==> src/rtl/seq_alu_pkg.sv <==
// Shared opcode and state encodings for the multi-cycle ALU.
package seq_alu_pkg;
    localparam logic [3:0] AND  = 4'd0;
    localparam logic [3:0] OR   = 4'd1;
    localparam logic [3:0] NOR  = 4'd2;
    localparam logic [3:0] ADD  = 4'd3;
    localparam logic [3:0] SUB  = 4'd4;
    localparam logic [3:0] MULT = 4'd5;
    localparam logic [3:0] DIVU = 4'd6;

    localparam logic [1:0] IDLE = 2'd0;
    localparam logic [1:0] MUL  = 2'd1;
    localparam logic [1:0] DIV  = 2'd2;
    localparam logic [1:0] DONE = 2'd3;

    function automatic logic is_legal_op(input logic [3:0] op);
        return op <= DIVU;
    endfunction
endpackage

==> src/rtl/seq_alu_iter.sv <==
// Shared shift/accumulate datapath: shift-add multiply or restoring divide,
// one bit per step. lo_next/hi_next expose the post-step value so the final
// step can be captured directly into the output registers.
module seq_alu_iter
    import seq_alu_pkg::*;
#(
    parameter int WIDTH = 32,
    parameter int CNT_W = $clog2(WIDTH) + 1
) (
    input  logic             clk,
    input  logic             reset,
    input  logic             load,
    input  logic             step,
    input  logic             mode_div,
    input  logic [WIDTH-1:0] a,
    input  logic [WIDTH-1:0] b,
    output logic             last,
    output logic [WIDTH-1:0] lo_next,
    output logic [WIDTH-1:0] hi_next
);
    logic [WIDTH-1:0] acc, q, d;
    logic [CNT_W-1:0] cnt;
    logic             div_r;
    logic [WIDTH:0]   mul_sum, shifted, diff;

    always_comb begin
        mul_sum = {1'b0, acc} + {1'b0, (q[0] ? d : {WIDTH{1'b0}})};
        shifted = {acc, q[WIDTH-1]};
        diff    = shifted - {1'b0, d};
        if (div_r) begin
            // acc < d always holds, so diff's MSB is a clean borrow flag
            if (!diff[WIDTH]) begin
                hi_next = diff[WIDTH-1:0];
                lo_next = {q[WIDTH-2:0], 1'b1};
            end else begin
                hi_next = shifted[WIDTH-1:0];
                lo_next = {q[WIDTH-2:0], 1'b0};
            end
        end else begin
            hi_next = mul_sum[WIDTH:1];
            lo_next = {mul_sum[0], q[WIDTH-1:1]};
        end
    end

    assign last = (cnt == CNT_W'(WIDTH - 1));

    always_ff @(posedge clk or negedge reset) begin
        if (!reset) begin
            acc   <= '0;
            q     <= '0;
            d     <= '0;
            cnt   <= '0;
            div_r <= 1'b0;
        end else if (load) begin
            acc   <= '0;
            q     <= mode_div ? a : b;
            d     <= mode_div ? b : a;
            cnt   <= '0;
            div_r <= mode_div;
        end else if (step) begin
            acc <= hi_next;
            q   <= lo_next;
            cnt <= cnt + 1'b1;
        end
    end
endmodule

==> src/rtl/seq_alu.sv <==
// Multi-cycle ALU: single-cycle logic/arith ops plus iterative unsigned
// multiply and divide behind a start/busy/done handshake.
module seq_alu
    import seq_alu_pkg::*;
#(
    parameter int WIDTH = 32,
    parameter int CNT_W = $clog2(WIDTH) + 1
) (
    input  logic             clk,
    input  logic             reset,
    input  logic             start,
    input  logic [3:0]       alu_op,
    input  logic [WIDTH-1:0] a,
    input  logic [WIDTH-1:0] b,
    output logic             busy,
    output logic             done,
    output logic [WIDTH-1:0] result_lo,
    output logic [WIDTH-1:0] result_hi,
    output logic             zero,
    output logic             illegal_op
);
    logic [1:0]       state;
    logic [WIDTH-1:0] alu_res, lo_next, hi_next;
    logic             accept, b_zero, iter_load, last;

    assign accept    = start && (state == IDLE);
    assign b_zero    = (b == '0);
    assign iter_load = accept && ((alu_op == MULT) || (alu_op == DIVU && !b_zero));
    assign busy      = (state == MUL) || (state == DIV);
    assign done      = (state == DONE);

    always_comb begin
        alu_res = '0;
        case (alu_op)
            AND:     alu_res = a & b;
            OR:      alu_res = a | b;
            NOR:     alu_res = ~(a | b);
            ADD:     alu_res = a + b;
            SUB:     alu_res = a - b;
            default: alu_res = '0;
        endcase
    end

    seq_alu_iter #(.WIDTH(WIDTH), .CNT_W(CNT_W)) u_iter (
        .clk      (clk),
        .reset    (reset),
        .load     (iter_load),
        .step     (busy),
        .mode_div (alu_op == DIVU),
        .a        (a),
        .b        (b),
        .last     (last),
        .lo_next  (lo_next),
        .hi_next  (hi_next)
    );

    always_ff @(posedge clk or negedge reset) begin
        if (!reset) begin
            state      <= IDLE;
            result_lo  <= '0;
            result_hi  <= '0;
            zero       <= 1'b0;
            illegal_op <= 1'b0;
        end else begin
            case (state)
                IDLE: if (accept) begin
                    illegal_op <= 1'b0;
                    if (!is_legal_op(alu_op)) begin
                        result_lo  <= '0;
                        result_hi  <= '0;
                        zero       <= 1'b1;
                        illegal_op <= 1'b1;
                        state      <= DONE;
                    end else if (alu_op == MULT) begin
                        state <= MUL;
                    end else if (alu_op == DIVU) begin
                        if (b_zero) begin
                            result_lo <= '1;
                            result_hi <= a;
                            zero      <= 1'b0;
                            state     <= DONE;
                        end else begin
                            state <= DIV;
                        end
                    end else begin
                        result_lo <= alu_res;
                        result_hi <= '0;
                        zero      <= (alu_res == '0);
                        state     <= DONE;
                    end
                end
                MUL: if (last) begin
                    result_lo <= lo_next;
                    result_hi <= hi_next;
                    zero      <= ({hi_next, lo_next} == '0);
                    state     <= DONE;
                end
                DIV: if (last) begin
                    result_lo <= lo_next;
                    result_hi <= hi_next;
                    zero      <= (lo_next == '0);
                    state     <= DONE;
                end
                default: state <= IDLE;
            endcase
        end
    end
endmodule
==> config.mk <==
export PLATFORM = sky130hd
export DESIGN_NAME = seq_alu
export DESIGN_NICKNAME = d
export VERILOG_FILES = /design/src/rtl/seq_alu_pkg.sv /design/src/rtl/seq_alu_iter.sv /design/src/rtl/seq_alu.sv
export SDC_FILE = /design/constraint.sdc
export NUM_CORES = 1
export LEC_CHECK = 0
export BUFFER_PORTS_ARGS = -buffer_cell sky130_fd_sc_hd__buf_2
export CAP_MARGIN = 20
export CORE_ASPECT_RATIO = 0.75
export CORE_UTILIZATION = 58
export CTS_CLUSTER_SIZE = 30
export DETAILED_ROUTE_END_ITERATION = 10
export PLACE_DENSITY = 0.78
export SLEW_MARGIN = 20
export SYNTH_ARGS = -nofsm -noshare
export SYNTH_HDL_FRONTEND = slang
export SYNTH_SLANG_ARGS = --single-unit
==> constraint.sdc <==
create_clock -name clk -period 8.9 [get_ports clk]
set_input_delay 1.78 -clock clk [delete_from_list [all_inputs] [get_ports clk]]
set_output_delay 1.78 -clock clk [all_outputs]
set_load 0.03 [all_outputs]
==> Yosys cells after proc, flatten, opt, wreduce, memory -nomap -nowiden <==
Cells that the tools add are included.
{ "totals": {"in_bits": 71, "register_bits": 171, "out_inout_bits": 68, "elab_cells": 99} }
{ "op_classes": {"n_eq_ne": 16, "bitwise_logic": 3, "n_lt_le_gt_ge": 1, "n_addsub": 5, "n_reduce_logical": 20, "mux": 44} }
{ "ops": {"columns": ["cell", "count"], "rows": [
  ["two-way mux 32 bit", 22],
  ["one-hot mux 32 bit (5 select lines)", 1],
  ["one-hot mux 32 bit (2 select lines)", 2],
  ["zero test 32 bit", 3],
  ["zero test 64 bit", 1],
  ["adder 32 x 32 -> 33 bit", 1],
  ["subtractor 33 x 32 -> 33 bit", 1],
  ["adder 32 bit", 1],
  ["bitwise AND 32 bit", 1],
  ["inverter 32 bit", 1],
  ["OR 32 bit", 1],
  ["subtractor 32 bit", 1],
  ["== test 4 x 3 -> 1 bit (second input constant)", 3],
  ["two-way mux 6 bit", 2],
  ["two-way mux 1 bit", 10],
  ["two-way mux 2 bit", 5],
  ["== test 4 x 2 -> 1 bit (second input constant)", 2],
  ["adder 6 x 1 -> 6 bit (second input constant)", 1],
  ["== test 6 x 5 -> 1 bit (second input constant)", 1],
  ["inequality test 2 bit (second input constant)", 3],
  ["AND reduction 6 bit", 1],
  ["AND reduction 5 bit", 1],
  ["== test 2 bit (second input constant)", 2],
  ["== test 4 x 1 -> 1 bit (second input constant)", 1],
  ["other kinds (16)", 21]
]} }

==> Longest topological paths before layout <==
Gate-level depths: netlist of run 1.
{ "logic_depth": {"word_depth": 9, "depth_mapped": 22, "mapped_depth_nobuf": 20} }

==> By module <==
From an unflattened synthesis of run 1, not the netlist that was laid out.
{ "unflattened": {"hier_cells": 2220, "hier_area_um2": 17206.5} }
{ "by_module_without_submodules": {"columns": ["module", "seq_area_each_um2", "area_per_inst_um2", "cells_each", "instances"], "rows": [
  ["seq_alu_iter", 2577.5, 9887.0, 1235, 1],
  ["seq_alu", 1701.6, 7319.5, 985, 1]
]} }

==> Least setup slack after synthesis of run 1 <==
Ideal clock, no wire load.
{ "synth_path": {"kind": "input to register", "from": "input b[1]", "to": "register result_lo[25]", "required_time_ns": 8.775, "slack_ns": 2.781, "setup_time_ns": 0.125, "cell_stages": 20, "n_path_buf": 2, "arrival_time_ns": 5.994, "cell_sequence": "clkbuf_1 -> inv_1 -> ha_1 -> or4b_2 -> nand4bb_1 -> o31a_1 -> xnor2_1 -> ha_1 -> clkbuf_1 -> a21o_1 -> a31o_2 -> a221o_1 -> a21o_1 -> a21o_1 -> a41oi_1 -> xor2_1 -> o22ai_1 -> o21ai_0 -> o21ai_0 -> mux2_2"} }
{ "synth_between": {"elab_chain_len": 7, "word_cells_on_any_way": 11, "classes_between": "add/sub (2); eq/ne (1); mux (6); reduce/logical (2)"} }
{ "synth_rtl": {"columns": ["item", "line", "source"], "rows": [
  ["from (decl)", "seq_alu.sv:14", "input logic [WIDTH-1:0] b,"],
  ["subtractor 32 bit / adder 32 bit (equally long branches)", "seq_alu.sv:39, seq_alu.sv:38", null],
  ["one-hot mux 32 bit (5 select lines)", "seq_alu.sv:34", "case (alu_op)"],
  ["two-way mux 32 bit", "seq_alu.sv:76", "end else if (alu_op == DIVU) begin"],
  ["two-way mux 32 bit", "seq_alu.sv:74", "end else if (alu_op == MULT) begin"],
  ["two-way mux 32 bit", "seq_alu.sv:68", "if (!is_legal_op(alu_op)) begin"],
  ["two-way mux 32 bit", "seq_alu.sv:66", "IDLE: if (accept) begin"],
  ["one-hot mux 32 bit (2 select lines)", "seq_alu.sv:65", "case (state)"],
  ["to (signal assigned)", "seq_alu.sv:86", "result_lo <= alu_res;"],
  ["to (signal assigned)", "seq_alu.sv:93", "result_lo <= lo_next;"],
  ["to (signal assigned)", "seq_alu.sv:99", "result_lo <= lo_next;"],
  ["to (decl)", "seq_alu.sv:17", "output logic [WIDTH-1:0] result_lo,"]
]} }
Parallel ways exist; a longest one is shown, timed or not. The select of a mux whose other input is x is not followed.
A chain may end at the register's enable or synchronous reset.

==> Final worst setup path of run 1 <==
{ "layout_path": {"from": "input alu_op[1]", "to": "register zero"} }
{ "layout_between": {"elab_chain_len": 8, "word_cells_on_any_way": 18, "classes_between": "order compare (1); eq/ne (8); mux (6); reduce/logical (3)"} }
{ "layout_rtl": {"columns": ["item", "line", "source"], "rows": [
  ["from (decl)", "seq_alu.sv:12", "input logic [3:0] alu_op,"],
  ["== test 4 x 3 -> 1 bit, or another cell as far along", "seq_alu.sv:34", null],
  ["one-hot mux 32 bit (5 select lines)", "seq_alu.sv:34", null],
  ["zero test 32 bit", "seq_alu.sv:88", "zero <= (alu_res == '0);"],
  ["two-way mux 1 bit", "seq_alu.sv:76", null],
  ["two-way mux 1 bit", "seq_alu.sv:74", null],
  ["two-way mux 1 bit", "seq_alu.sv:68", null],
  ["two-way mux 1 bit", "seq_alu.sv:66", null],
  ["one-hot mux 1 bit (3 select lines)", "seq_alu.sv:65", null],
  ["to (signal assigned)", "seq_alu.sv:88", null],
  ["to (signal assigned)", "seq_alu.sv:95", "zero <= ({hi_next, lo_next} == '0);"],
  ["to (signal assigned)", "seq_alu.sv:101", "zero <= (lo_next == '0);"],
  ["to (decl)", "seq_alu.sv:19", "output logic zero,"]
]} }
Parallel ways exist; a longest one is shown, timed or not. The select of a mux whose other input is x is not followed.

==> results_dict.tcl, run 1 <==
set metrics [dict create \
    area.growth.synth_to_final_pct 8.565 \
    cts_num_sinks 171 \
    clk_pin_slew_ns 0.07 \
    clock_tree.buffer_depth 2 \
    ctsHoldBuffers 0 \
    syn-instance-count 2218 \
    cts_max_level 4 \
    yosysWarnings 0 \
    drt_iter0_markers 2260 \
    hold_path.class "reg2reg" \
    reg2reg_depth 17 \
    slowest_stage "or4b_2" \
    critical_path_depth 17 \
    whs_ns 0.4906 \
    cts_buffers 17 \
    met1_usage 0.5862 \
    postCtsSetupRepairBufs 0 \
    fin_setup_tns_ns 0 \
    crit_fanout 22 \
    cts_tree "built" \
    setup_viol 0 \
    cp.buffers_inverters 2 \
    hold_viol_final 0 \
    dp_hpwl_um 45090 \
    powerDensity_mw_per_mm2 488.1 \
    die_h_um 149.1 \
    rsz0062_at_grt "no" \
    postLayoutCoreUtil 0.6449 \
    cp.arrival_ns 6.96 \
    switching_power_mw 4.850 \
    syn_nets 2396 \
    port_buffers 138 \
    p_seq_frac 0.190 \
    synth_edf_count 0 \
    coreArea_mm2 0.02818 \
    drt-total-wl_um 61030 \
    p_leak_nw 7.865 \
    drive_gt1_frac 0.1170 \
    vias 17630 \
    setup.worst_path.end_class "register" \
    detail_route.first_pass.iterations 5 \
    intPower_mw 4.021 \
    yosys_register_bits 171 \
    fin_crit_ns 6.578 \
    relSlewSlack 0.2520 \
    io_pins 139 \
    cts_resized 0 \
    crit_family "simple AND/OR/NAND/NOR gates" \
    worst_slew_pin_slew_ns 1.122 \
    postRouteAntennaNets 0 \
    grt_pass1_vias 15850 \
    hold_path_depth 1 \
    nNetsFinal 2422 \
    ir_drop_mv 0.4135 \
    layout_common_cells "282 x nand2_1, 237 x nor2_1, 194 x a21oi_1, 169 x dfrtp_1, 137 x buf_2" \
    grt_util_met3 0.1099 \
    grt_usage 0.4120 \
    finalMaxSlewViolations 0 \
    syn_area_per_cell_um2 7.548 \
    synth-async-reset-ratio 1.000 \
    cp_data_required_time_ns 9.28 \
    worstPathCellList "buf_2 > buf_4 > or4b_2 > a21o_1 > fa_1 > nor2b_1 > o211ai_1 > a2111oi_1 > o21a_1 > or2_2 > o221ai_1 > nor4_1 > o2111a_1 > nand4_1 > nor3_1 > nand4b_1 > o211ai_2" \
    combPwrFrac 0.721 \
    via_per_inst 6.673 \
    yosysUniqueCellTypes 90 \
    final_common_cell "nand2_1" \
    place_congestion 1.016 \
    clock-root-buffer "clkbuf_16" \
    wl_per_cell_um 23.10 \
    timing.fmax_mhz 152.0 \
    total_power_mw 8.871 \
    gr-total-overflow 0 \
    max-cap-violations 0 \
    slowest_delay_ns 0.97 \
    drc_errors 0 \
    fin_worst_skew_ns 0.01092 \
    die_w_um 198.2 \
    cp-start-kind "input pin" \
    start_util 0.5940 \
    path_class "in2reg" \
    grt_first_pass_wirelength_um 92340 \
    die_area_mm2 0.02955 \
    p_sw_frac 0.5467 \
    period_share 0.7391 \
    top_usage_layer "met2" \
    synth-seq-area-share 0.2556 \
    grt_max_degree 122 \
    status "complete, no violations" \
    clkLatencyLatePin_ns 0.46 \
    grt_use_met2 0.5989 \
    pwr-share-clk 0.089 \
    rows 53 \
    synth_area_mm2 0.01674 \
    antenna_found_initial 2 \
    synth_flop_cell "dfrtp_1" \
]
==> Yosys cell counts, drive strengths merged, types with 55 or more instances <==
cell	count	area, um2
nand2	282	1059
nor2	239	899.6
a21oi	196	984.7
dfrtp	171	4279
o21ai	133	669.4
clkbuf	125	469.2
ha	104	1301
a31oi	100	631.9
inv	72	270.3
nor3	64	330.3
xnor2	55	481.7
==> layout make-up <==
type	instances	area, um2
Sequential cell	171	4284
Multi-Input combinational cell	1819	11620
Fill cell	2521	10010
Antenna cell	1	2.502
Clock buffer	21	450.4
Tap cell	385	481.7
Timing Repair Buffer	163	920.9
Inverter	72	270.3
Clock inverter	10	142.6
==> power by group through the flow <==
stage / combinational, mW / sequential (mW) / clock [mW]
final: 6.40 / 1.69 / 0.787
after global routing: 6.97 / 1.71 / 0.820
after CTS: 6.26 / 1.66 / 0.790
after detailed placement: 6.21 / 1.67 / 0
after global placement: 6.08 / 1.65 / 0
after floorplan: 4.47 / 1.75 / 0
==> worst reg2reg max path, delay by kind of cell (launching register included) <==
family	cells	cell delay [ns]
compound gates	7	1.73
fa+ha+maj	2	0.64
buf+inv	3	0.43
flops	1	0.47
simple gates	5	1.90
==> registers in the layout (all words and copies together) (netlist names) <==
register	cells
illegal_op	1
u_iter.q	32
u_iter.d	32
zero	1
result_lo	32
u_iter.div_r	1
result_hi	32
state	2
u_iter.acc	32
u_iter.cnt	6
==> final timing paths <==
kind / from / to / slack (ns)
max: alu_op[1] / zero / 2.32
min: result_hi[20] / result_hi[20] / 0.49
max reg2reg: u_iter.q[31] / zero / 3.65
min reg2reg: result_hi[20] / result_hi[20] / 0.49
max in group asynchronous: reset / u_iter.div_r / 6.20
min in group asynchronous: reset / u_iter.acc[25] / 1.41
==> layer usage <==
metal | up-vias | part of all wire
met5 | - | 0
met4 | 0 | 0.030
met3 | 131 | 0.12
met2 | 1027 | 0.42
met1 | 8339 | 0.43
li1 | 8132 | -
==> kinds of logic after synthesis <==
logic type               synth area share
buffers and inverters             0.05336
multiplexers                      0.04604
flip-flops                         0.2556
AND/OR/NAND/NOR                    0.2194
XOR/XNOR                          0.05022
AO/OA/AOI/OAI                      0.2809
adder cells (fa/ha/maj)           0.09447
==> per-stage QoR <==
stage	setup WS, ns	instance area (um2)	std cells
2_1_floorplan	2.781	16740	2218
3_3_place_gp	1.963	17550	2609
3_5_place_dp	1.937	17550	2609
4_1_cts	2.373	18140	2640
5_1_grt	2.144	18170	2641
6_report	2.322	18170	2642
Note: power is estimated with default switching activity, not from simulation.
==> run 2, diff against run 1 <==
--- a/config.mk
+++ b/config.mk
@@ -5,13 +5,14 @@
 export SDC_FILE = /design/constraint.sdc
 export NUM_CORES = 1
 export LEC_CHECK = 0
+export ABC_AREA = 1
 export BUFFER_PORTS_ARGS = -buffer_cell sky130_fd_sc_hd__buf_2
 export CAP_MARGIN = 20
 export CORE_ASPECT_RATIO = 0.75
-export CORE_UTILIZATION = 58
+export CORE_UTILIZATION = 57
 export CTS_CLUSTER_SIZE = 30
 export DETAILED_ROUTE_END_ITERATION = 10
-export PLACE_DENSITY = 0.78
+export PLACE_DENSITY = 0.79
 export SLEW_MARGIN = 20
 export SYNTH_ARGS = -nofsm -noshare
 export SYNTH_HDL_FRONTEND = slang
==> constraint.sdc (replaced) <==
create_clock -name clk -period 5.55 [get_ports clk]
set_input_delay 1.11 -clock clk [delete_from_list [all_inputs] [get_ports clk]]
set_output_delay 1.11 -clock clk [all_outputs]
set_load 0.03 [all_outputs]
==> results_dict.tcl, run 2 <==
set metrics [dict create \
    detail_route.first_pass.iterations 7 \
    layout_common_cells "789 x nand2_1, 356 x inv_1, 267 x nor2_1, 260 x nand3_1, 205 x o21ai_0" \
    syn-instance-count 2916 \
    place_congestion 1.107 \
    dpl.cell_count 3394 \
    r2r-start "u_iter.q[0]" \
    gr-total-overflow 0 \
    fin_setup_tns_ns 0 \
    drt-total-wl_um 75490 \
    worstHoldStart "result_lo[3]" \
    period_share 0.9299 \
    crit_path_end "zero" \
    die_area_mm2 0.03252 \
    finalMaxSlewViolations 0 \
    fin_ws_ns 0.3892 \
    drt_iter0_markers 3406 \
    setup.worst_path.end_class "register" \
    cts_max_level 4 \
    cp.arrival_ns 5.56 \
    ys_top_cells_by_area "dfrtp_1 24%, nand2_1 16%, inv_1 7.4%, ha_1 7.2%, nand3_1 7.2%" \
    drive_gt1_frac 0.1026 \
    area.growth.synth_to_final_pct 9.439 \
    max-cap-violations 0 \
    cts_tree "built" \
    synth_flop_cell "dfrtp_1" \
    grt_usage 0.4534 \
    hold_path.class "reg2reg" \
    path_class "in2reg" \
    clk_pin_slew_ns 0.08 \
    worst_slew_pin_slew_ns 1.100 \
    grt_max_degree 118 \
    r2r-end "zero" \
    synth_edf_count 0 \
    crit_fanout 5 \
    postLayoutCoreUtil 0.6346 \
    io_pins 139 \
    die_h_um 156.4 \
    ir_drop_mv 0.5329 \
    final_common_cell "nand2_1" \
    r2r_setup_slack_ns 1.32 \
    timing.fmax_mhz 193.8 \
    status "complete, no violations" \
    clkLatencyLatePin_ns 0.46 \
    reg2reg_depth 22 \
    relSlewSlack 0.2666 \
    port_buffers 138 \
    start_util 0.5799 \
    synth.most_common_cell "nand2_1" \
    rows 56 \
    slowest_stage "ha_1" \
    via_per_inst 6.327 \
    antenna_found_initial 1 \
    yosysWarnings 0 \
    die_w_um 207.9 \
    syn_nets 3094 \
    fin_crit_ns 5.161 \
    cts_buffers 17 \
    vias 21690 \
    fin_worst_skew_ns 0.01512 \
    cp_data_required_time_ns 5.95 \
    synth-async-reset-ratio 1.000 \
    syn_area_per_cell_um2 6.214 \
    synth-seq-area-share 0.2361 \
    critical_path.startpoint "b[1]" \
    clock_tree.buffer_depth 2 \
    hold_viol_final 0 \
    ctsHoldBuffers 0 \
    critPathMostFrequentCell "nor2_1" \
    clock-root-buffer "clkbuf_16" \
    dp_hpwl_um 58620 \
    setup_viol 0 \
    slowest_delay_ns 0.35 \
    instances_no_fill 3428 \
    whs_ns 0.5018 \
    ys_top_cells_by_count "789 x nand2_1, 358 x inv_1, 271 x nor2_1, 260 x nand3_1, 205 x o21ai_0" \
    synth_top_area_cell "dfrtp_1" \
    postRouteAntennaNets 0 \
    p_leak_nw 10.04 \
    nNetsFinal 3186 \
    cts_num_sinks 171 \
    wl_per_cell_um 22.02 \
    grt_pass1_vias 18890 \
    yosysUniqueCellTypes 54 \
    yosys.area.top_type_share 0.2361 \
    powerDensity_mw_per_mm2 635.2 \
    rsz0062_at_grt "no" \
    cp-start-kind "input pin" \
    synth_area_mm2 0.01812 \
    grt_first_pass_wirelength_um 111900 \
    coreArea_mm2 0.03125 \
    drc_errors 0 \
    yosys_register_bits 171 \
    dp_slack_ns 0.0005165 \
]
[run 2: cell types whose count changed after synthesis, sizes merged, moves of 51 or more]
cell,before,now
o21ai,133,217
inv,72,366
nand2,282,810
nand3,23,267
a31oi,100,46
clkbuf,125,74
[run 2: worst min path at each step]
stage,end,cells after the start
6_report,result_lo[3],1
5_1_grt,result_lo[5],1
4_1_cts,result_lo[1],1
3_5_place_dp,result_lo[5],1
3_3_place_gp,result_lo[2],1
2_1_floorplan,u_iter.q[15],2
[run 2: metal layers]
metal / GRT usage / up-vias / part of all wire
met5: 0.01649 / - / 0.00095
met4: 0.1354 / 2 / 0.032
met3: 0.1696 / 185 / 0.15
met2: 0.6400 / 1594 / 0.39
met1: 0.6355 / 10030 / 0.42
li1: - / 9875 / -
[run 2: metrics by stage]
| stage | total power, mW | cell area (um2) |
|---|---|---|
| finish | 12.60 | 19830 |
| global route | 13.29 | 19830 |
| CTS | 12.19 | 19810 |
| detailed placement | 10.91 | 19240 |
| global placement | 10.70 | 19240 |
| floorplan | 8.454 | 18120 |
[run 2: logic make-up (layout without fill, tap and decap cells)]
kind of cell    Yosys count  in the layout  share of synthesized area
fa+ha+maj               107            107                    0.07512
simple gates           1487           1487                     0.3541
flops                   171            171                     0.2361
other cells               0              1                          0
compound gates          616            616                     0.2055
buf+inv                 485            590                     0.1050
xor+xnor                 50             50                    0.02417
[run 2: worst max-delay path: cells and delay by family]
family / cells / cell delay (ns)
AND/OR/NAND/NOR: 19 / 2.69
buffers and inverters: 6 / 0.64
adder cells (fa/ha/maj): 2 / 0.51
AO/OA/AOI/OAI: 3 / 0.44
XOR/XNOR: 1 / 0.17
[run 2: power breakdown]
| part | internal, mW | total, mW | switching, mW |
|---|---|---|---|
| registers | 1.91 | 2.49 | 0.577 |
| logic | 2.80 | 8.89 | 6.09 |
| clock network | 0.632 | 1.22 | 0.591 |
| total | 5.34 | 12.6 | 7.26 |
[run 2: layout make-up]
class | instances | area, um2
Clock inverter | 15 | 150.1
Antenna cell | 1 | 2.502
Timing Repair Buffer | 189 | 1117
Inverter | 369 | 1391
Sequential cell | 171 | 4280
Clock buffer | 17 | 425.4
Multi-Input combinational cell | 2260 | 11960
Tap cell | 406 | 508.0
Fill cell | 2955 | 11420
[run 2: timing repair]
item,in CTS,in global routing
buffers inserted,0,1
gates resized for setup,0,4
endpoints found under the setup margin,0,1
